## config.mk

```make
export PLATFORM = sky130hd
export DESIGN_NAME = syzygy_dac_tx_gearbox
export DESIGN_NICKNAME = d
export VERILOG_FILES = /design/src/rtl/syzygy_dac_tx_gearbox.sv
export SDC_FILE = /design/constraint.sdc
export NUM_CORES = 1
export LEC_CHECK = 0
export CAP_MARGIN = 25
export CORE_ASPECT_RATIO = 2
export CORE_MARGIN = 3
export CORE_UTILIZATION = 35
export CTS_CLUSTER_SIZE = 16
export DETAILED_ROUTE_END_ITERATION = 8
export DONT_BUFFER_PORTS = 1
export GPL_ROUTABILITY_DRIVEN = 0
export HOLD_SLACK_MARGIN = 0.02
export PLACE_DENSITY_LB_ADDON = 0.25
export REMOVE_ABC_BUFFERS = 1
export SYNTH_ARGS = -nofsm -noshare
export SYNTH_HDL_FRONTEND = slang
export SYNTH_SLANG_ARGS = --single-unit
```

## constraint.sdc

```tcl
create_clock -name clk -period 3.9 [get_ports clk]
set_input_delay 0.39 -clock clk [delete_from_list [all_inputs] [get_ports clk]]
set_output_delay 0.39 -clock clk [all_outputs]
set_load 0.02 [all_outputs]
```

## src/rtl/syzygy_dac_tx_gearbox.sv

```systemverilog
`default_nettype none
// ============================================================================
// Module   : syzygy_dac_tx_gearbox
// Purpose  : SYZYGY transmit gearbox. It has a 4-entry sample FIFO, nibble
//            lane mapping, forwarded-clock generation and a training FSM.
// Revision : 1.0 - initial release
// ============================================================================
module syzygy_dac_tx_gearbox #(
  parameter logic [15:0] TRAIN_WORD   = 16'hA55A,
  parameter logic [15:0] IDLE_WORD    = 16'h0000,
  parameter int unsigned TRAIN_CYCLES = 64
) (
  input  logic        clk,
  input  logic        reset,
  input  logic        enable,
  input  logic        train_req,
  input  logic [15:0] s_data,
  input  logic        s_valid,
  output logic        s_ready,
  output logic [15:0] tx_data,
  output logic [3:0]  tx_dco,
  output logic        training,
  output logic [2:0]  fifo_level,
  output logic [15:0] underflow_count
);

  typedef enum logic [1:0] {
    ST_IDLE  = 2'd0,
    ST_TRAIN = 2'd1,
    ST_RUN   = 2'd2
  } state_t;

  localparam logic [15:0] C_TRAIN_LOAD = 16'(TRAIN_CYCLES - 1);
  localparam logic [3:0]  C_DCO_RUN    = 4'b1010;

  // Each nibble is serialized MSB first, so its bit order is reversed.
  function automatic logic [15:0] lane_map(input logic [15:0] word);
    logic [15:0] mapped;
    mapped = '0;
    for (int k = 0; k < 4; k++) begin
      for (int j = 0; j < 4; j++) begin
        mapped[4*k+j] = word[4*k+3-j];
      end
    end
    return mapped;
  endfunction

  state_t      state_q, state_d;
  logic [15:0] cnt_q, cnt_d;
  logic [1:0]  wr_ptr_q, wr_ptr_d;
  logic [1:0]  rd_ptr_q, rd_ptr_d;
  logic [2:0]  level_q, level_d;
  logic        armed_q, armed_d;
  logic [15:0] uflow_q, uflow_d;
  logic [15:0] tx_data_q, tx_data_d;
  logic [3:0]  tx_dco_q, tx_dco_d;
  logic        training_q, training_d;
  logic [15:0] fifo_mem_q [4];
  logic        push, pop;

  assign s_ready         = (state_q != ST_IDLE) && (level_q != 3'd4);
  assign tx_data         = tx_data_q;
  assign tx_dco          = tx_dco_q;
  assign training        = training_q;
  assign fifo_level      = level_q;
  assign underflow_count = uflow_q;

  always_comb begin
    state_d    = state_q;
    cnt_d      = cnt_q;
    wr_ptr_d   = wr_ptr_q;
    rd_ptr_d   = rd_ptr_q;
    level_d    = level_q;
    armed_d    = armed_q;
    uflow_d    = uflow_q;
    tx_data_d  = lane_map(IDLE_WORD);
    tx_dco_d   = 4'b0000;
    training_d = 1'b0;
    push       = s_valid && s_ready;
    pop        = 1'b0;

    if (!enable) begin
      state_d  = ST_IDLE;
      wr_ptr_d = 2'd0;
      rd_ptr_d = 2'd0;
      level_d  = 3'd0;
      armed_d  = 1'b0;
    end else begin
      case (state_q)
        ST_IDLE: begin
          state_d = ST_TRAIN;
          cnt_d   = C_TRAIN_LOAD;
        end
        ST_TRAIN: begin
          if (train_req) begin
            cnt_d = C_TRAIN_LOAD;
          end else if (cnt_q == 16'd0) begin
            state_d = ST_RUN;
          end else begin
            cnt_d = cnt_q - 16'd1;
          end
        end
        ST_RUN: begin
          if (train_req) begin
            state_d = ST_TRAIN;
            cnt_d   = C_TRAIN_LOAD;
          end
        end
        default: state_d = ST_IDLE;
      endcase

      // Outputs are registered, so they follow the state being entered.
      if (state_d == ST_TRAIN) begin
        tx_data_d  = lane_map(TRAIN_WORD);
        tx_dco_d   = C_DCO_RUN;
        training_d = 1'b1;
        armed_d    = 1'b0;
      end else if (state_d == ST_RUN) begin
        tx_dco_d = C_DCO_RUN;
        if (level_q != 3'd0) begin
          pop       = 1'b1;
          tx_data_d = lane_map(fifo_mem_q[rd_ptr_q]);
          armed_d   = 1'b1;
        end else if (armed_q && (uflow_q != 16'hFFFF)) begin
          uflow_d = uflow_q + 16'd1;
        end
      end

      if (push) wr_ptr_d = wr_ptr_q + 2'd1;
      if (pop)  rd_ptr_d = rd_ptr_q + 2'd1;
      case ({push, pop})
        2'b10:   level_d = level_q + 3'd1;
        2'b01:   level_d = level_q - 3'd1;
        default: level_d = level_q;
      endcase
    end
  end

  always_ff @(posedge clk or posedge reset) begin
    if (reset) begin
      state_q    <= ST_IDLE;
      cnt_q      <= 16'd0;
      wr_ptr_q   <= 2'd0;
      rd_ptr_q   <= 2'd0;
      level_q    <= 3'd0;
      armed_q    <= 1'b0;
      uflow_q    <= 16'd0;
      tx_data_q  <= 16'd0;
      tx_dco_q   <= 4'b0000;
      training_q <= 1'b0;
    end else begin
      state_q    <= state_d;
      cnt_q      <= cnt_d;
      wr_ptr_q   <= wr_ptr_d;
      rd_ptr_q   <= rd_ptr_d;
      level_q    <= level_d;
      armed_q    <= armed_d;
      uflow_q    <= uflow_d;
      tx_data_q  <= tx_data_d;
      tx_dco_q   <= tx_dco_d;
      training_q <= training_d;
    end
  end

  // Storage needs no reset; occupancy is tracked by the pointers and level.
  always_ff @(posedge clk) begin
    if (push && enable) begin
      fifo_mem_q[wr_ptr_q] <= s_data;
    end
  end

endmodule
`default_nettype wire
```

==> impl_metrics.env <==
export IMPL_grt_max_degree=33
export IMPL_fin_setup_tns_ns=0
export IMPL_power_density_mw_per_mm2=498.2
export IMPL_yosysUniqueCellTypes=59
export IMPL_die_x_um=94.09
export IMPL_synth_common_cells="64 x edfxtp_1, 60 x dfrtp_1, 22 x nand2_1"
export IMPL_postRouteAntennaNets=0
export IMPL_wl_per_cell_um=18.80
export IMPL_hold_class="input pin to flip-flop"
export IMPL_leakagePower_nw=2.379
export IMPL_outcome="completed"
export IMPL_n_antenna_cell=0
export IMPL_skew_ns=0.008316
export IMPL_die_h_um=182.2
export IMPL_rr_worst_depth=11
export IMPL_whs_ns=0.06763
export IMPL_synth_edff_count=64
export IMPL_clock_sinks=124
export IMPL_num_io_pins=62
export IMPL_cts_clk_slew_worst_paths_ns=0.07
export IMPL_post_synth_instance_area_mm2=0.005431
export IMPL_hpwlAfterDp_um=7886
export IMPL_ir_drop_v=0.0003594
export IMPL_yosysMostFrequentCell="edfxtp_1"
export IMPL_hold_violations=0
export IMPL_coreArea_mm2=0.01506
export IMPL_track_usage=0.1483
export IMPL_drive_above_1_share=0.1671
export IMPL_antenna_found_initial=0
export IMPL_seq_area_mm2=0.003423
export IMPL_netlist_area_leader_share=0.3538
export IMPL_clk_latency_ns=0.41
export IMPL_grt_pass1_vias=3621
export IMPL_cts_resized=0
export IMPL_hold_start="s_data[12]"
export IMPL_ys_async_sr_fraction=0.4839
export IMPL_yosysTopAreaCell="edfxtp_1"
export IMPL_ys_ff_latch=124
export IMPL_initial_core_util=0.3608
export IMPL_post_route_min_period_ns=2.930
export IMPL_fin_crit_sh=0.7512
export IMPL_slew_limit_headroom=0.3652
export IMPL_io_buffer_count=0
export IMPL_areaGrowthSynthToFinish_pct=14.51
export IMPL_critPathCaptureType="flip-flop"
export IMPL_seq_area_frac_synth=0.6303
export IMPL_worstHoldEndpoint="fifo_mem_q[3][12]"
export IMPL_dr_first_iter_drc_count=79
export IMPL_critical_path_max_fanout=7
export IMPL_grt_pass1_wl_um=18980
export IMPL_cts_buffer_depth=2
export IMPL_holdPathStages=0
export IMPL_synth_area_leaders="edfxtp_1 35%, dfrtp_1 28%, mux4_2 6.6%"
export IMPL_nets=434
export IMPL_max_cap_violations=0
export IMPL_rows=63
export IMPL_worst_pin_slew_ns=0.9522
export IMPL_root_buffer="clkbuf_16"
export IMPL_fmax_mhz=341.3
export IMPL_dieArea_mm2=0.01714
export IMPL_postSynthAreaPerCell_um2=13.48
export IMPL_drcViolationCount=0
export IMPL_r2r_slack_ns=0.97
export IMPL_synth_main_ff_cell="edfxtp_1"
export IMPL_grt_ovfl_total=0
export IMPL_cts_tree="yes"
export IMPL_num_vias=3222
export IMPL_fillCellCount=1364
export IMPL_critPathRequiredTime_ns=4.19
export IMPL_synthCells=403
export IMPL_wl_um=11550
export IMPL_r2r_end="fifo_level[2]"
export IMPL_setup_violations_final=0
export IMPL_first_pass_iters=4
export IMPL_htreeDepth=4
export IMPL_multi_input_area_mm2=0.001828
export IMPL_startpoint_type="flip-flop"
export IMPL_ys_warn_count=0
export IMPL_regToRegStartpoint="cnt_q[0]"
export IMPL_critical_path_class="flip-flop to flip-flop"
export IMPL_viasPerCell=5.248
export IMPL_drv_slew=0
export IMPL_numCtsBuffers=17
export IMPL_cp_arrival_ns=3.22
export IMPL_rsz0062_at_grt="false"
## how the worst max path moves through the flow
stage / end / startpoint / slack [ns]
CTS: fifo_level[2] / cnt_q[0] / 0.96
global placement: fifo_level[2] / cnt_q[0] / 1.12
finish: fifo_level[2] / cnt_q[0] / 0.97
detailed placement: fifo_level[2] / cnt_q[0] / 1.01
global route: fifo_level[2] / cnt_q[0] / 0.79
floorplan: fifo_level[2] / cnt_q[0] / 1.35
## worst max-delay path: stages (launching register included)
cell	delay [ns]
dfrtp_1	0.40
inv_1	0.07
ha_1	0.18
or3b_2	0.55
nor4_1	0.40
a21oi_1	0.22
nor2b_1	0.18
fa_1	0.21
o21ai_0	0.09
a31oi_1	0.20
mux2i_1	0.23
nand3b_1	0.09
## power breakdown
part | internal, W | switching (W)
registers | 0.00140 | 0.0000260
clock network | 0.000912 | 0.000669
logic | 0.0000299 | 0.0000586
total | 0.00235 | 0.000754
## state kept, by name, summed over array words and instances, names as in the netlist, 2 cells and up
name	count
fifo_level	3
tx_data	16
rd_ptr_q	2
cnt_q	16
fifo_mem_q	64
wr_ptr_q	2
underflow_count	16
state_q	2
## kinds of logic after synthesis
group,after synthesis,synth area share
AO/OA/AOI/OAI,53,0.06519
flip-flops,124,0.6303
other,1,0.0006904
AND/OR/NAND/NOR,130,0.1352
XOR/XNOR,21,0.03386
adder cells (fa/ha/maj),8,0.01935
multiplexers,24,0.08155
buffers and inverters,42,0.03386
## per-layer routing
layer	global-route usage	up-vias	routed length (um)
met3	0.05239	13	608
li1	-	1492	-
met2	0.2669	59	6552
met4	0.06829	0	220
met1	0.1490	1658	4165
met5	0	-	0
## placed cells by master, fill, tap and decap left out, types with 3 or more instances in the layout
cell	n
a21oi_1	10
a31oi_1	3
and2_1	3
and3_1	5
clkbuf_16	17
dfrtp_1	60
edfxtp_1	64
ha_1	6
inv_1	20
inv_6	6
inv_8	4
mux2i_1	6
mux4_2	16
nand2_1	22
nand2b_1	6
nand3_1	7
nand4_1	6
nor2_1	21
nor2b_1	10
nor3_1	15
nor4_1	14
o21ai_0	21
o31ai_1	3
or4_2	3
xnor2_1	7
xor2_1	14
## layout make-up
type                            instances  area share
Timing Repair Buffer                    4    0.008449
Clock inverter                         15     0.02696
Sequential cell                       124      0.5504
Inverter                               21     0.01267
Tap cell                              195     0.03923
Clock buffer                           17     0.06840
Multi-Input combinational cell        238      0.2939
## stage by stage
step	util	power, W	worst slack [ns]	cells	area, um2
finish	0.4131	0.003099	0.9703	614	6220
global route	0.4131	0.003207	0.7862	614	6220
floorplan	-	0.001514	1.353	383	5330
detailed placement	0.3731	0.001547	1.007	581	5617
CTS	0.4131	0.003138	0.9633	614	6220
global placement	0.3712	0.001541	1.116	580	5589
## timing repair
item,4_1_cts,5_1_grt
hold endpoints to repair,31,0
buffers inserted,0,0
hold buffers,1,0
(Power assumes the default switching activity.)
